===== src/rtl/state_event_logger_pkg.sv =====
// -----------------------------------------------------------------------------
// state_event_logger_pkg
// Shared definitions for the state-change event logger:
//   - default FIFO depth and timestamp width
//   - event record layout {state, flag, time_stamp} at the default width
//   - overflow counter saturation value and saturating increment helper
// No ports (package).
// -----------------------------------------------------------------------------
package state_event_logger_pkg;

   localparam int DEF_DEPTH    = 8;
   localparam int DEF_TS_WIDTH = 16;

   localparam logic [7:0] OVF_SAT = 8'hFF;

   // Record layout as stored in the FIFO, MSB first.
   typedef struct packed {
      logic [7:0]              state;
      logic                    flag;
      logic [DEF_TS_WIDTH-1:0] time_stamp;
   } evt_rec_t;

   // Increment that sticks at OVF_SAT instead of wrapping.
   function automatic logic [7:0] sat_inc(input logic [7:0] value);
      return (value == OVF_SAT) ? value : value + 8'd1;
   endfunction

endpackage


===== src/rtl/state_event_logger_event_fifo.sv =====
// -----------------------------------------------------------------------------
// event_fifo
// Synchronous first-word-fall-through FIFO with a registered valid flag.
// A push is accepted when the FIFO is not full, or when it is full and a pop
// happens in the same cycle (the freed slot is reused). A push that cannot be
// accepted is reported on 'drop' and leaves the contents unchanged.
// While empty the output payload reads as zero.
// Ports:
//   clk        in   clock
//   reset      in   synchronous active-high reset (empties the FIFO)
//   push       in   write request
//   push_data  in   WIDTH  record to write
//   drop       out  push requested while full with no pop
//   pop_ready  in   consumer ready; pop occurs on out_valid & pop_ready
//   out_valid  out  head record available
//   out_data   out  WIDTH  head record (zero when empty)
//   level      out  clog2(DEPTH)+1  number of stored records
// -----------------------------------------------------------------------------
module event_fifo
   import state_event_logger_pkg::*;
#(
   parameter int DEPTH = DEF_DEPTH,
   parameter int WIDTH = 9 + DEF_TS_WIDTH
) (
   input  logic                     clk,
   input  logic                     reset,
   input  logic                     push,
   input  logic [WIDTH-1:0]         push_data,
   output logic                     drop,
   input  logic                     pop_ready,
   output logic                     out_valid,
   output logic [WIDTH-1:0]         out_data,
   output logic [$clog2(DEPTH):0]   level
);

   localparam int AW = $clog2(DEPTH);
   localparam logic [AW:0] FULL_CNT = (AW + 1)'(DEPTH);

   logic [WIDTH-1:0] mem [DEPTH];
   logic [AW-1:0]    wr_ptr;
   logic [AW-1:0]    rd_ptr;
   logic [AW:0]      count;
   logic [AW:0]      count_nxt;
   logic             valid_q;
   logic             full;
   logic             pop;
   logic             wr_en;

   assign full  = (count == FULL_CNT);
   assign pop   = valid_q & pop_ready;
   // When full, a simultaneous pop frees the head slot, so the push still fits.
   assign wr_en = push & (~full | pop);
   assign drop  = push & full & ~pop;

   always_comb begin
      // NOTE: every always_comb output gets a default first so no path leaves
      // it unassigned, which would infer a latch.
      count_nxt = count;
      unique case ({wr_en, pop})
         2'b10:   count_nxt = count + 1'b1;
         2'b01:   count_nxt = count - 1'b1;
         default: count_nxt = count;
      endcase
   end

   // NOTE: sequential state uses non-blocking assignments so every flop
   // samples pre-edge values regardless of process ordering.
   always_ff @(posedge clk) begin
      if (reset) begin
         wr_ptr  <= '0;
         rd_ptr  <= '0;
         count   <= '0;
         valid_q <= 1'b0;
      end else begin
         if (wr_en) wr_ptr <= wr_ptr + 1'b1;
         if (pop)   rd_ptr <= rd_ptr + 1'b1;
         count   <= count_nxt;
         valid_q <= (count_nxt != '0);
      end
   end

   // NOTE: the storage array has no reset; its contents are only observable
   // through out_data, which is masked while the FIFO is empty.
   always_ff @(posedge clk) begin
      if (wr_en && !reset) mem[wr_ptr] <= push_data;
   end

   assign out_valid = valid_q;
   assign out_data  = valid_q ? mem[rd_ptr] : '0;
   assign level     = count;

endmodule


===== src/rtl/state_event_logger.sv =====
// -----------------------------------------------------------------------------
// state_event_logger
// Watches an upstream FSM state code and flag, and logs every change as a
// timestamped record into a small FIFO drained through a valid/ready stream.
// Records that arrive while the FIFO is full are dropped and counted.
// Ports:
//   clk              in   clock
//   reset            in   synchronous active-high reset
//   io_state         in   8         upstream state code
//   io_flag          in   1         upstream flag
//   io_enable        in   1         logging enable (suppresses pushes only)
//   io_clear         in   1         zero the overflow counter
//   io_evt_valid     out  1         record available
//   io_evt_ready     in   1         consumer accepts record
//   io_evt_state     out  8         logged state
//   io_evt_flag      out  1         logged flag
//   io_evt_time      out  TS_WIDTH  timestamp of the change
//   io_level         out  clog2(DEPTH)+1  FIFO occupancy
//   io_overflow_cnt  out  8         dropped-record count (saturating)
// -----------------------------------------------------------------------------
module state_event_logger
   import state_event_logger_pkg::*;
#(
   parameter int DEPTH    = DEF_DEPTH,
   parameter int TS_WIDTH = DEF_TS_WIDTH
) (
   input  logic                     clk,
   input  logic                     reset,
   input  logic [7:0]               io_state,
   input  logic                     io_flag,
   input  logic                     io_enable,
   input  logic                     io_clear,
   output logic                     io_evt_valid,
   input  logic                     io_evt_ready,
   output logic [7:0]               io_evt_state,
   output logic                     io_evt_flag,
   output logic [TS_WIDTH-1:0]      io_evt_time,
   output logic [$clog2(DEPTH):0]   io_level,
   output logic [7:0]               io_overflow_cnt
);

   localparam int REC_W = 8 + 1 + TS_WIDTH;

   logic [TS_WIDTH-1:0] ts_cnt;
   logic [7:0]          prev_state;
   logic                prev_flag;
   logic [7:0]          ovf_cnt;
   logic                change_evt;
   logic                fifo_drop;
   logic [REC_W-1:0]    push_rec;
   logic [REC_W-1:0]    head_rec;

   // Free-running timestamp; wraps naturally at 2^TS_WIDTH.
   always_ff @(posedge clk) begin
      if (reset) ts_cnt <= '0;
      else       ts_cnt <= ts_cnt + 1'b1;
   end

   // Previous-input registers track the inputs every cycle, even when logging
   // is disabled, so re-enabling never reports a stale difference.
   always_ff @(posedge clk) begin
      if (reset) begin
         prev_state <= 8'h00;
         prev_flag  <= 1'b0;
      end else begin
         prev_state <= io_state;
         prev_flag  <= io_flag;
      end
   end

   assign change_evt = io_enable & ({io_state, io_flag} != {prev_state, prev_flag});
   assign push_rec   = {io_state, io_flag, ts_cnt};

   // The FIFO's own reset wins over a push on the reset edge.
   event_fifo #(
      .DEPTH (DEPTH),
      .WIDTH (REC_W)
   ) u_fifo (
      .clk       (clk),
      .reset     (reset),
      .push      (change_evt),
      .push_data (push_rec),
      .drop      (fifo_drop),
      .pop_ready (io_evt_ready),
      .out_valid (io_evt_valid),
      .out_data  (head_rec),
      .level     (io_level)
   );

   // Clear has priority over a drop in the same cycle.
   always_ff @(posedge clk) begin
      if (reset)          ovf_cnt <= 8'h00;
      else if (io_clear)  ovf_cnt <= 8'h00;
      else if (fifo_drop) ovf_cnt <= sat_inc(ovf_cnt);
   end

   assign {io_evt_state, io_evt_flag, io_evt_time} = head_rec;
   assign io_overflow_cnt = ovf_cnt;

endmodule


===== config.mk =====
export PLATFORM = sky130hd
export DESIGN_NAME = state_event_logger
export DESIGN_NICKNAME = d
export VERILOG_FILES = /design/src/rtl/state_event_logger_pkg.sv /design/src/rtl/state_event_logger_event_fifo.sv /design/src/rtl/state_event_logger.sv
export SDC_FILE = /design/constraint.sdc
export NUM_CORES = 1
export LEC_CHECK = 0
export CORE_UTILIZATION = 35
export CTS_BUF_LIST = sky130_fd_sc_hd__clkbuf_8
export CTS_CLUSTER_SIZE = 28
export DETAILED_ROUTE_END_ITERATION = 16
export HOLD_SLACK_MARGIN = 0.02
export PLACE_DENSITY = 0.47
export SETUP_SLACK_MARGIN = 0.02
export SYNTH_ARGS = -nofsm -noshare
export SYNTH_HDL_FRONTEND = slang
export SYNTH_SLANG_ARGS = --single-unit
export TNS_END_PERCENT = 1

===== constraint.sdc =====
create_clock -name clk -period 5.1 [get_ports clk]
set_input_delay 0.765 -clock clk [delete_from_list [all_inputs] [get_ports clk]]
set_output_delay 0.765 -clock clk [all_outputs]
set_load 0.02 [all_outputs]

==> impl.org, run 1 <==
** Placed design
- The HPWL after detailed placement is 11400 microns.
- Routability-driven placement finished with a final weighted congestion of 0.714.
- In this run the tool buffered the top-level ports with 51 buffer cells.

** Clocking
- Clock transition at the registers of the reported paths :: 0.05 ns
- Number of buffers created by CTS :: 42
- After clock tree synthesis, the repair step resized 0 gates.
- Clock net sink count :: 247
- Buffers added to address setup during post-CTS repair amount to 0.
- Clock buffer depth :: 3
- H-tree depth reported by CTS :: 2
- The number of hold buffers added after CTS was 0.
- Clock tree from TritonCTS :: done
- Buffer cell driving the clock tree root :: sky130_fd_sc_hd__clkbuf_8
- Worst-skew pair later-pin latency :: 0.52 ns

** Power
- Worst vdd ir :: 156 uV
- Clock power share :: 34.5%
- For this design the ratio of total power to cell area is 411 nW/um^2.
- Net switching is 25.5% of the power.
- Of the total power, registers draw 49.5%.
- Total chip power :: 4.74 mW
- Cell internal power was estimated by the tool at 3.53 mW.
- Logic gate share of total power :: 16.0%
- Total leakage power :: 3.72 nW
- Switching power of the nets :: 1.21 mW

** Routing
- The routed layout has 4929 vias.
- DRT iter0 DRCs :: 276
- Dividing the detail-routed wire length by the instance count gives 19.3 microns.
- For this run, design rule violations remaining after detail routing come to 0.
- Detailed-router iteration count before antenna repair :: 4
- Number of vias per cell :: 4.76
- For this block, the routed nets add up to 20000 microns of wire.
- Post-detailed-route count of antenna-violating nets :: 0

** Setup path
- Path type of the worst setup path :: flip-flop to primary output
- Crit end category :: primary output
- Along the worst path, the maximum fanout reaches 43.
- Cells traversed along the worst timing path :: buf_4 > mux4_2 > mux2i_1 > nor2b_1 > clkdlybuf4s50_1
- Critical path startpoint category :: flip-flop
- On the worst path, the slowest cell contributes a delay of 0.95 ns.
- On the critical path the largest part of the delay comes from flip-flops.
- The critical path contains buffers and inverters numbering 2 combined.
- STA puts the critical path data required time at 4.34 ns.
- Arrival time of data at the critical path endpoint :: 3.07 ns
- Crit path max-delay cell type :: sky130_fd_sc_hd__dfxtp_4

** Global route
- Entering global routing, the biggest net connects 44 pins.
- Number of global-route vias before repair :: 5265
- Global-route wire length before repair :: 30900 microns
- Total routing usage reported by global routing :: 14.7%
- The initial antenna violation count is 1.
- Summed over all layers, the global routing overflow is 0.

** Cells and area
- In the layout the commonest cells are sky130_fd_sc_hd__edfxtp_1, sky130_fd_sc_hd__clkdlybuf4s50_1, sky130_fd_sc_hd__mux4_2, sky130_fd_sc_hd__clkbuf_8, sky130_fd_sc_hd__dfxtp_1.
- 0 antenna diodes ended up in the layout.
- After the last flow step, the layout net total stands at 651.
- From synthesis to final layout, the design area changed by 18.6%.
- Fill cell instance count of the final layout :: 2438
- Most common cell after layout, fill and taps aside :: sky130_fd_sc_hd__edfxtp_1
- Ratio of cells with drive above 1 in the final layout :: 21.0%

** Timing
- Setup violations remaining at the end of the flow were counted as 0.
- Transition time of the tightest slew-check pin :: 1.07 ns
- Post-route worst hold slack :: 0.493 ns
- Highest clock rate :: 261 MHz
- After routing, the total negative slack on setup checks comes to 0 ns.
- For the final database, setup skew stands at 0.0168 ns.
- The worst path in the final design needs a cycle of 3.84 ns, including I/O delays and setup.
- The hold violation count in the final report came to 0.
- RSZ-0062 raised after global routing :: false
- Final Cycle Share :: 75.2%
- Measured against its own limit, the worst slew margin works out to 29.0%.
- Final Slew Violations :: 0

** Run
- Max-cap viol count :: 0

** Synthesis
- Net count after synthesis :: 565
- Cell type with the highest aggregate area in the netlist :: sky130_fd_sc_hd__edfxtp_1
- Synthesis inferred 247 register bits.
- Cells after synthesis :: 544
- Fraction of synthesized cell area taken by the top area cell type :: 61.7%
- After synthesis, the cell types taking the most area are sky130_fd_sc_hd__edfxtp_1, sky130_fd_sc_hd__mux4_2, sky130_fd_sc_hd__dfxtp_1.
- Dividing the synthesized area by the synthesized cell count gives 17.9 sq um.
- Mapped cell area :: 9730 sq um
- The share of the Yosys chip area taken by registers is 71.4%.
- Synth unique cells :: 42
- Count of warnings emitted by yosys :: 0

** Floorplanning
- Count of pins on the block boundary :: 52
- Measured along the x axis, the die boundary spans 169 microns.
- In this run the vertical extent of the chip is 169 microns.
- Std-Cell Core Area :: 27100 sq um
- The floorplan has 60 rows.
- Full die area :: 28500 sq um
- Once the floorplan was initialized, standard cells occupied 35.9% of the core.

** Hold path
- Min-Delay Path Class :: flip-flop to flip-flop

** Run status
- Run status :: finished clean
## worst reg2reg max path, cell delays in order, from the launching register on
cell and delay, ns:
sky130_fd_sc_hd__dfxtp_1 0.72, sky130_fd_sc_hd__buf_4 0.34, sky130_fd_sc_hd__and2_1 0.38, sky130_fd_sc_hd__o21a_1 0.28, sky130_fd_sc_hd__nand2_1 0.18, sky130_fd_sc_hd__nor2_2 0.31, sky130_fd_sc_hd__buf_4 0.46
## power groups by stage
| stage | combinational, mW | sequential [mW] | clock, mW |
|---|---|---|---|
| 2_1_floorplan | 0.541 | 2.32 | 0 |
| 3_3_place_gp | 0.767 | 2.40 | 0 |
| 3_5_place_dp | 0.769 | 2.40 | 0 |
| 4_1_cts | 0.774 | 2.36 | 1.70 |
| 5_1_grt | 0.811 | 2.37 | 1.78 |
| 6_report | 0.756 | 2.35 | 1.64 |
## synthesized netlist by cell type, drive strengths merged
cell type / n
a21o: 1
a21oi: 4
a311oi: 1
a31oi: 1
a32oi: 1
and2: 3
and3: 3
and4: 2
buf: 11
clkbuf: 14
dfxtp: 47
edfxtp: 200
fa: 1
ha: 6
inv: 7
mux2: 1
mux2i: 30
mux4: 50
nand2: 15
nand2b: 3
nand3: 6
nand3b: 1
nand4: 7
nor2: 43
nor2b: 35
nor3: 5
nor4: 2
o211ai: 1
o21a: 1
o21ai: 1
o311ai: 1
o31a: 1
or2: 1
or3: 1
or3b: 1
or4b: 1
xnor2: 21
xor2: 14
## stage by stage
stage / cell area [sq um] / instances / setup slack (ns) / utilization (%)
finish: 11500 / 1035 / 1.26 / 42.6
global route: 11500 / 1035 / 0.979 / 42.6
CTS: 11500 / 1035 / 1.10 / 42.6
detailed placement: 10800 / 958 / 1.13 / 39.7
global placement: 10800 / 958 / 1.19 / 39.7
floorplan: 9730 / 544 / 0.573 / -
## registers in the layout (all words and copies together) (netlist names), named ones only
name and count:
prev_flag 1, prev_state 8, u_fifo.mem 200, u_fifo.level 4, io_overflow_cnt 8, u_fifo.rd_ptr 3
ts_cnt 16, u_fifo.out_valid 1, u_fifo.wr_ptr 3
## cell families (layout without fill, tap and decap cells)
kind of cell | after synthesis | after routing | synth area share [%]
fa+ha+maj | 7 | 7 | 0.977
flops | 247 | 247 | 71.4
mux | 81 | 81 | 14.8
xor+xnor | 35 | 35 | 3.15
buf+inv | 32 | 151 | 1.39
simple gates | 129 | 129 | 6.98
compound gates | 13 | 13 | 1.29
## routing by layer
metal / up-vias / wire [microns] / global-route usage [%]
met5: - / 0 / 0
met4: 0 / 402 / 5.10
met2: 115 / 9880 / 24.7
li1: 2268 / - / -
met3: 33 / 904 / 3.34
met1: 2513 / 8840 / 18.7
## layout make-up
cell class | instances | area [sq um] | area share [%]
repair buffers | 67 | 631 | 5.46
clock inverters | 30 | 145 | 1.26
clock buffers | 47 | 647 | 5.60
flip-flops and latches | 247 | 6950 | 60.2
inverters | 7 | 26.3 | 0.228
multi-input cells | 265 | 2680 | 23.2
well taps | 372 | 465 | 4.03
## worst paths after layout
check | startpoint | endpoint | slack [ns] | cells past startpoint
worst max-delay path | flip-flop | io_evt_time[12] | 1.26 | 5
worst min-delay path | u_fifo.rd_ptr[1] | flip-flop | 0.49 | 2
worst max register to register | u_fifo.out_valid | u_fifo.mem[3][1] | 2.05 | 6
worst min register to register | u_fifo.rd_ptr[1] | flip-flop | 0.49 | 2
(Power assumes the default switching activity.)
==> run 2: changes to the inputs <==
--- a/config.mk
+++ b/config.mk
@@ -10,7 +10,7 @@
 export CTS_CLUSTER_SIZE = 28
 export DETAILED_ROUTE_END_ITERATION = 16
 export HOLD_SLACK_MARGIN = 0.02
-export PLACE_DENSITY = 0.47
+export PLACE_DENSITY = 0.49
 export SETUP_SLACK_MARGIN = 0.02
 export SYNTH_ARGS = -nofsm -noshare
 export SYNTH_HDL_FRONTEND = slang
==> constraint.sdc (replaced) <==
create_clock -name clk -period 3.45 [get_ports clk]
set_input_delay 0.5175 -clock clk [delete_from_list [all_inputs] [get_ports clk]]
set_output_delay 0.5175 -clock clk [all_outputs]
set_load 0.02 [all_outputs]
==> run 2 against run 1 <==
Compared with the run above:
- clock skew grew 0.0056 ns
- global-route usage is 0.083 points higher
- critical path type unchanged
- wire length up 1.8%
- utilization rose by 1.1 points
- critical path depth unchanged
- power increased by 50%
- cell area grew 2.6%
- worst setup slack worse by 0.96 ns
- first-iteration DRC count decreased by 22%
- sequential share of layout area shrank 1.5 points
- count of clock-buffer cells in the layout down 3
- clock power increased by 49%
==> impl.org, run 2 (synthesis gave the netlist of run 1 again) <==
** Run status
- The run finished with clean final reports.

** Cells and area
- Core occupancy in the finished layout :: 43.7%
- Most frequent cells in the layout :: sky130_fd_sc_hd__edfxtp_1, sky130_fd_sc_hd__clkdlybuf4s50_1, sky130_fd_sc_hd__mux4_2, sky130_fd_sc_hd__clkbuf_8, sky130_fd_sc_hd__dfxtp_1
- Flip-flop count of the largest register after layout :: 200
- In the final layout, the registers with the most flip-flops are u_fifo.mem x200, ts_cnt x16.
- Most common cell after layout, fill and taps aside :: sky130_fd_sc_hd__edfxtp_1
- Signed area change from the synthesized netlist to the final layout :: 21.7%
- In the final layout, the share of cells above drive strength 1 is 23.5%.
- Ant. Diodes :: 0
- Ranked by flip-flop count, first place goes to u_fifo.mem.
- Number of nets in the final layout :: 674

** Hold path
- In this run the most critical hold path is launched from u_fifo.rd_ptr[1].
- Min-Delay Path Class :: flip-flop to flip-flop
- Counting instances, the worst hold path has a depth of 2.

** Clocking
- Clock-pin slew was measured on the worst setup and hold paths at 0.06 ns.
- TritonCTS built the clock tree.
- Worst-skew pair later-pin latency :: 0.53 ns
- Number of buffers created by CTS :: 41
- H-tree depth reported by CTS :: 2
- For this design, the CTS-stage hold fixing added 0 buffers.
- Post-CTS setup buffer count :: 0
- Buffer cell driving the clock tree root :: sky130_fd_sc_hd__clkbuf_8
- Gates resized during post-CTS repair numbered 0.
- In this run the deepest clock path goes through 3 buffers.
- For this design, the sink count on the clock tree is 247.

** Global route
- Maximum number of pins on one net before global-route repair :: 33
- After global routing the overflow that remains totals 0.
- The number of global-route vias before repair is 5388.
- Global-route wire length before repair :: 31500 microns
- Across every metal layer, demand over resource in global routing totals 14.8%.
- Number of antenna violations at the first check in global routing :: 0

** Setup path
- Measured in cells, the most critical reg-to-reg path has a length of 12.
- In this run the critical register-to-register path is launched from prev_state[6].
- Data required time of the worst path :: 2.93 ns
- Max FO, Critical Path :: 11
- Crit end category :: primary output
- WP depth :: 5
- Kind of cell adding the most delay to the critical path :: buffers and inverters
- The number of buffers and inverters on the critical path is 2.
- On the worst path, the slowest cell contributes a delay of 0.55 ns.
- The worst setup path is launched from a flip-flop.
- Path type of the worst setup path :: flip-flop to primary output
- Traced cell by cell, the critical path runs through buf_4 > mux4_2 > mux2i_1 > nor2b_1 > clkdlybuf4s50_1.
- Data on the critical path arrives at its endpoint at 2.63 ns.
- Crit path max-delay cell type :: sky130_fd_sc_hd__dfxtp_4

** Routing
- The first detailed-routing pass ran for 4 iterations.
- Mean routed wirelength per cell :: 19.3 microns
- In the routed design, unresolved DRC markers number 0.
- In this run, the number of DRC markers left after iteration 0 of detailed routing was 214.
- Number of vias per cell :: 4.73
- The count of nets left with antenna violations once routing finished came out at 0.
- Total detailed-routing wirelength :: 20400 microns
- Via count :: 5000

** Timing
- Based on the critical path, the design can be clocked at up to 318 MHz.
- The smallest clock period supported by the final layout is computed as 3.15 ns.
- Max Clock Skew :: 0.0225 ns
- The hold violation count in the final report is 0.
- RSZ-0062 raised after global routing :: false
- At the pin with the least slew margin, the transition time is 1.01 ns.
- Final Slew Violations :: 0
- Setup violations remaining at the end of the flow were counted as 0.
- Measured against its own limit, the worst slew margin works out to 32.6%.
- Final Cycle Share :: 91.3%

** Floorplanning
- Die span in y :: 169 microns
- Std-Cell Core Area :: 27100 sq um
- FP Rows :: 60
- The initial utilization of the core area, before any placement, comes to 35.9%.
- Count of pins on the block boundary :: 52
- Horiz. Die Dim :: 169 microns
- Full die area :: 28500 sq um

** Placed design
- Routability-driven placement finished with a final weighted congestion of 0.744.
- Number of port buffers :: 51
- Half-perimeter wire length of the detailed placement result :: 12300 microns

** Power
- The analysis attributes to cell leakage a power of 3.85 nW.
- Worst vdd ir :: 315 uV
- Total chip power :: 7.12 mW
- In this run the power density over the cells is 601 nW/um^2.

** Run
- Across the run, the number of max-cap violations was 0.
run 2: cell types whose count changed in the layout (fill, tap and decap cells not counted), sizes merged:
cell    change
buf        +24
clkinv      +6
inv         -5
clkbuf      -3
bufinv      +1
run 2: worst paths after layout:
check / slack [ns] / endpoint
setup reg to reg: 0.86 / u_fifo.out_valid
setup / recovery: 0.30 / io_evt_time[0]
hold reg to reg: 0.50 / flip-flop
hold / removal: 0.50 / flip-flop
run 2: final cells by class:
class / instances / area [sq um]
repair buffers: 91 / 931
inverters: 7 / 26.3
multi-input cells: 265 / 2680
clock buffers: 44 / 606
well taps: 372 / 465
flip-flops and latches: 247 / 6950
fillers: 2398 / 15300
clock inverters: 32 / 179
run 2: worst reg2reg max path: cells and delay by family, from the launching register on:
kind	cells	cell delay, ns
buffers and inverters	1	0.10
DFF	1	0.31
AOI/OAI and AO/OA	4	0.85
muxes	1	0.15
xor gates and xnor gates	2	0.36
and+or+nand+nor	3	0.46
adders and majority gates	1	0.23
run 2: per-layer routing:
layer | GRT usage, % | routed length (microns) | part of all wire (%) | up-vias
li1 | - | - | - | 2316
met2 | 25.2 | 10300 | 50 | 104
met1 | 18.8 | 8990 | 44 | 2546
met3 | 3.09 | 763 | 3.7 | 34
met5 | 0 | 0 | 0 | -
met4 | 4.62 | 343 | 1.7 | 0
run 2: power by group:
| part | leakage (nW) | internal [mW] | switching (mW) |
|---|---|---|---|
| logic | 1.16 | 0.677 | 0.620 |
| registers | 2.22 | 3.29 | 0.0875 |
| clock network | 0.459 | 1.33 | 1.12 |
| total | 3.85 | 5.30 | 1.82 |
run 2: metrics by stage:
stage	worst slack [ns]	cell area, sq um	hold WS [ns]	TNS (ns)	std cells
2_1_floorplan	-0.810	9740	0.454	-20.26	544
3_3_place_gp	0.175	11000	0.464	0	981
3_5_place_dp	0.0738	11000	0.479	0	981
4_1_cts	0.0738	11800	0.490	0	1057
5_1_grt	0.151	11800	0.534	0	1058
6_report	0.302	11800	0.496	0	1058
==> run 3: changes to the inputs <==
--- a/config.mk
+++ b/config.mk
@@ -10,7 +10,7 @@
 export CTS_CLUSTER_SIZE = 28
 export DETAILED_ROUTE_END_ITERATION = 16
 export HOLD_SLACK_MARGIN = 0.02
-export PLACE_DENSITY = 0.49
+export PLACE_DENSITY = 0.52
 export SETUP_SLACK_MARGIN = 0.02
 export SYNTH_ARGS = -nofsm -noshare
 export SYNTH_HDL_FRONTEND = slang
==> run 3 against run 2 <==
Compared with the run above:
- clock skew rose by 0.0091 ns
- via count rose by 1.4%
- sequential share of layout area fell by 0.097 points
- power rose by 1.7%
- clock power rose by 5%
- first-iteration DRC count rose by 20%
- critical path depth did not move
- utilization rose by 0.065 points
- largest power group unchanged
==> impl.org, run 3 (synthesis gave the netlist of run 1 again) <==
** Cells and area
- Ant. Diodes :: 0
- Most frequent cells in the layout :: sky130_fd_sc_hd__edfxtp_1, sky130_fd_sc_hd__clkdlybuf4s50_1, sky130_fd_sc_hd__mux4_2, sky130_fd_sc_hd__clkbuf_8, sky130_fd_sc_hd__dfxtp_1
- The net count of the finished layout is 682.
- Ranked by flip-flop count, first place goes to u_fifo.mem.
- In the final layout, the registers with the most flip-flops are u_fifo.mem x200, ts_cnt x16.
- The register with the most flip-flops in the layout has 200 of them.
- Signed area change from the synthesized netlist to the final layout :: 21.9%
- Ratio of cells with drive above 1 in the final layout :: 25.8%
- Most common cell after layout, fill and taps aside :: sky130_fd_sc_hd__edfxtp_1

** Setup path
- Critical path startpoint category :: flip-flop
- Crit path max-delay cell type :: sky130_fd_sc_hd__mux4_2
- Measured in cells, the most critical reg-to-reg path has a length of 12.
- Reg2reg end :: u_fifo.out_valid
- Data required time of the worst path :: 2.93 ns
- The number of buffers and inverters on the critical path is 2.
- The largest single stage delay on the critical path is 0.54 ns.
- The worst setup path is captured at a primary output.
- R2r setup slk :: 0.79 ns
- The critical path in this run is classified as flip-flop to primary output.
- Kind of cell adding the most delay to the critical path :: buffers and inverters
- Cells traversed along the worst timing path :: buf_4 > mux4_2 > mux2i_1 > nor2b_1 > clkdlybuf4s50_1
- End point of the critical path :: io_evt_state[4]
- Data on the critical path arrives at its endpoint at 2.65 ns.
- Worst flop-to-flop path startpoint :: prev_state[6]
- Of all nets on the critical path, the largest fanout is 14.
- WP depth :: 5

** Floorplanning
- Die span in y :: 169 microns
- Count of pins on the block boundary :: 52
- The die covers 28500 sq um.
- After floorplanning, the core was sized to cover 27100 sq um.
- After floorplanning, the core was divided into 60 placement rows.
- Horiz. Die Dim :: 169 microns
- The initial utilization of the core area, before any placement, comes to 35.9%.

** Run status
- Run status :: finished clean

** Global route
- Remaining Overflow, GRT :: 0
- Global routing used 15.1% of the available tracks.
- Maximum number of pins on one net before global-route repair :: 39
- Number of antenna violations at the first check in global routing :: 0
- Global-route wire length before repair :: 32100 microns
- The number of global-route vias before repair is 5485.

** Hold path
- The worst hold path begins at u_fifo.rd_ptr[1].
- Min-Delay Path Class :: flip-flop to flip-flop

** Clocking
- Worst-skew pair later-pin latency :: 0.55 ns
- The H-tree was split into 2 levels.
- CTS hold repair buffers :: 0
- Clock tree synthesis found a total of 247 sinks.
- Clock buffer depth :: 3
- TritonCTS built the clock tree.
- In this run, CTS created clock tree buffers numbering 42.
- Gates resized, CTS repair :: 0
- The root buffer cell chosen for the clock tree is sky130_fd_sc_hd__clkbuf_8.
- Post-CTS setup buffer count :: 0
- Clock-pin slew was measured on the worst setup and hold paths at 0.06 ns.

** Power
- Total leakage power :: 3.88 nW
- Total chip power :: 7.24 mW
- Power density cells :: 610 nW/um^2
- Worst vdd ir :: 233 uV

** Timing
- Final Cycle Share :: 91.8%
- Setup repair after global routing left no endpoint under its margin.
- Measured against its own limit, the worst slew margin works out to 67.6%.
- On the final layout, the worst clock skew is 0.0316 ns.
- The hold violation count in the final report came to 0.
- Final Slew Violations :: 0
- Final Critical Period :: 3.17 ns
- Derived from the worst setup path, the maximum achievable clock frequency is 316 MHz.
- Setup violations remaining at the end of the flow were counted as 0.
- Final hold analysis gives a worst-case slack of 0.489 ns.
- Transition time of the tightest slew-check pin :: 0.484 ns

** Routing
- Dividing the detail-routed wire length by the instance count gives 19.2 microns.
- The count of nets left with antenna violations once routing finished came out at 0.
- Using the TritonRoute via totals, the vias-per-cell ratio works out to 4.75.
- The routed design has 20400 microns of wire.
- Via count :: 5068
- Drc violations :: 0
- The detailed router finished its first iteration with 256 violations.
- Detailed-router iteration count before antenna repair :: 4

** Placed design
- Half-perimeter wire length of the detailed placement result :: 12200 microns
- Number of port buffers :: 51
- Global placement routability congestion :: 0.730

** Run
- The tool flagged a number of max-cap violations equal to 0.
-- run 3: cell types whose count changed in the layout (fill, tap and decap cells not counted), moves of 2 or more --
cell / previous run / this run
sky130_fd_sc_hd__buf_4: 31 / 44
sky130_fd_sc_hd__buf_12: 8 / 3
sky130_fd_sc_hd__clkinv_2: 2 / 8
sky130_fd_sc_hd__clkinv_1: 10 / 7
sky130_fd_sc_hd__clkbuf_8: 44 / 49
sky130_fd_sc_hd__inv_1: 24 / 17
sky130_fd_sc_hd__inv_6: 0 / 2
-- run 3: area by class of cell --
type,count,area [sq um]
Fill cell,2391,15200
Multi-Input combinational cell,265,2680
Timing Repair Buffer,98,901
Inverter,7,26.3
Clock buffer,49,674
Sequential cell,247,6950
Clock inverter,29,159
Tap cell,372,465
-- run 3: worst min path at each step --
stage / endpoint / slack (ns) / cells after the start
3_5_place_dp: flip-flop / 0.49 / 2
6_report: flip-flop / 0.49 / 2
3_3_place_gp: flip-flop / 0.47 / 2
5_1_grt: flip-flop / 0.54 / 2
4_1_cts: flip-flop / 0.50 / 2
2_1_floorplan: flip-flop / 0.45 / 2
-- run 3: worst register-to-register path, cell delays in order, from the launching register on --
cell and delay [ns]:
sky130_fd_sc_hd__dfxtp_1 0.31, sky130_fd_sc_hd__xnor2_1 0.18, sky130_fd_sc_hd__nand4_1 0.19, sky130_fd_sc_hd__o31a_1 0.36
sky130_fd_sc_hd__nand2b_1 0.21, sky130_fd_sc_hd__inv_1 0.11, sky130_fd_sc_hd__ha_1 0.23, sky130_fd_sc_hd__a21o_2 0.21
sky130_fd_sc_hd__a21oi_1 0.19, sky130_fd_sc_hd__nor2_1 0.06, sky130_fd_sc_hd__mux2i_1 0.16, sky130_fd_sc_hd__xor2_1 0.22
sky130_fd_sc_hd__a31oi_1 0.10
-- run 3: routing by layer --
metal / vias up / routed length (microns) / global-route usage, % / part of all wire [%]
met3: 34 / 957 / 3.53 / 4.7
li1: 2333 / - / - / -
met1: 2602 / 9040 / 19.3 / 44
met4: 0 / 397 / 4.78 / 1.9
met2: 99 / 10100 / 25.3 / 49
met5: - / 0 / 0 / 0
-- run 3: stage by stage --
step	worst slack (ns)	instances	util, %	TNS [ns]	cell area [sq um]
floorplan	-0.810	544	-	-20.26	9740
global placement	0.218	978	40.4	0	10900
detailed placement	0.106	978	40.4	0	10900
CTS	0.0328	1056	43.5	0	11800
global route	0.126	1067	43.8	0	11900
finish	0.282	1067	43.8	0	11900
-- run 3: power breakdown --
part | leakage [nW] | switching [mW] | internal [mW]
Clock | 0.471 | 1.17 | 1.38
Sequential | 2.22 | 0.0797 | 3.29
Combinational | 1.18 | 0.630 | 0.684
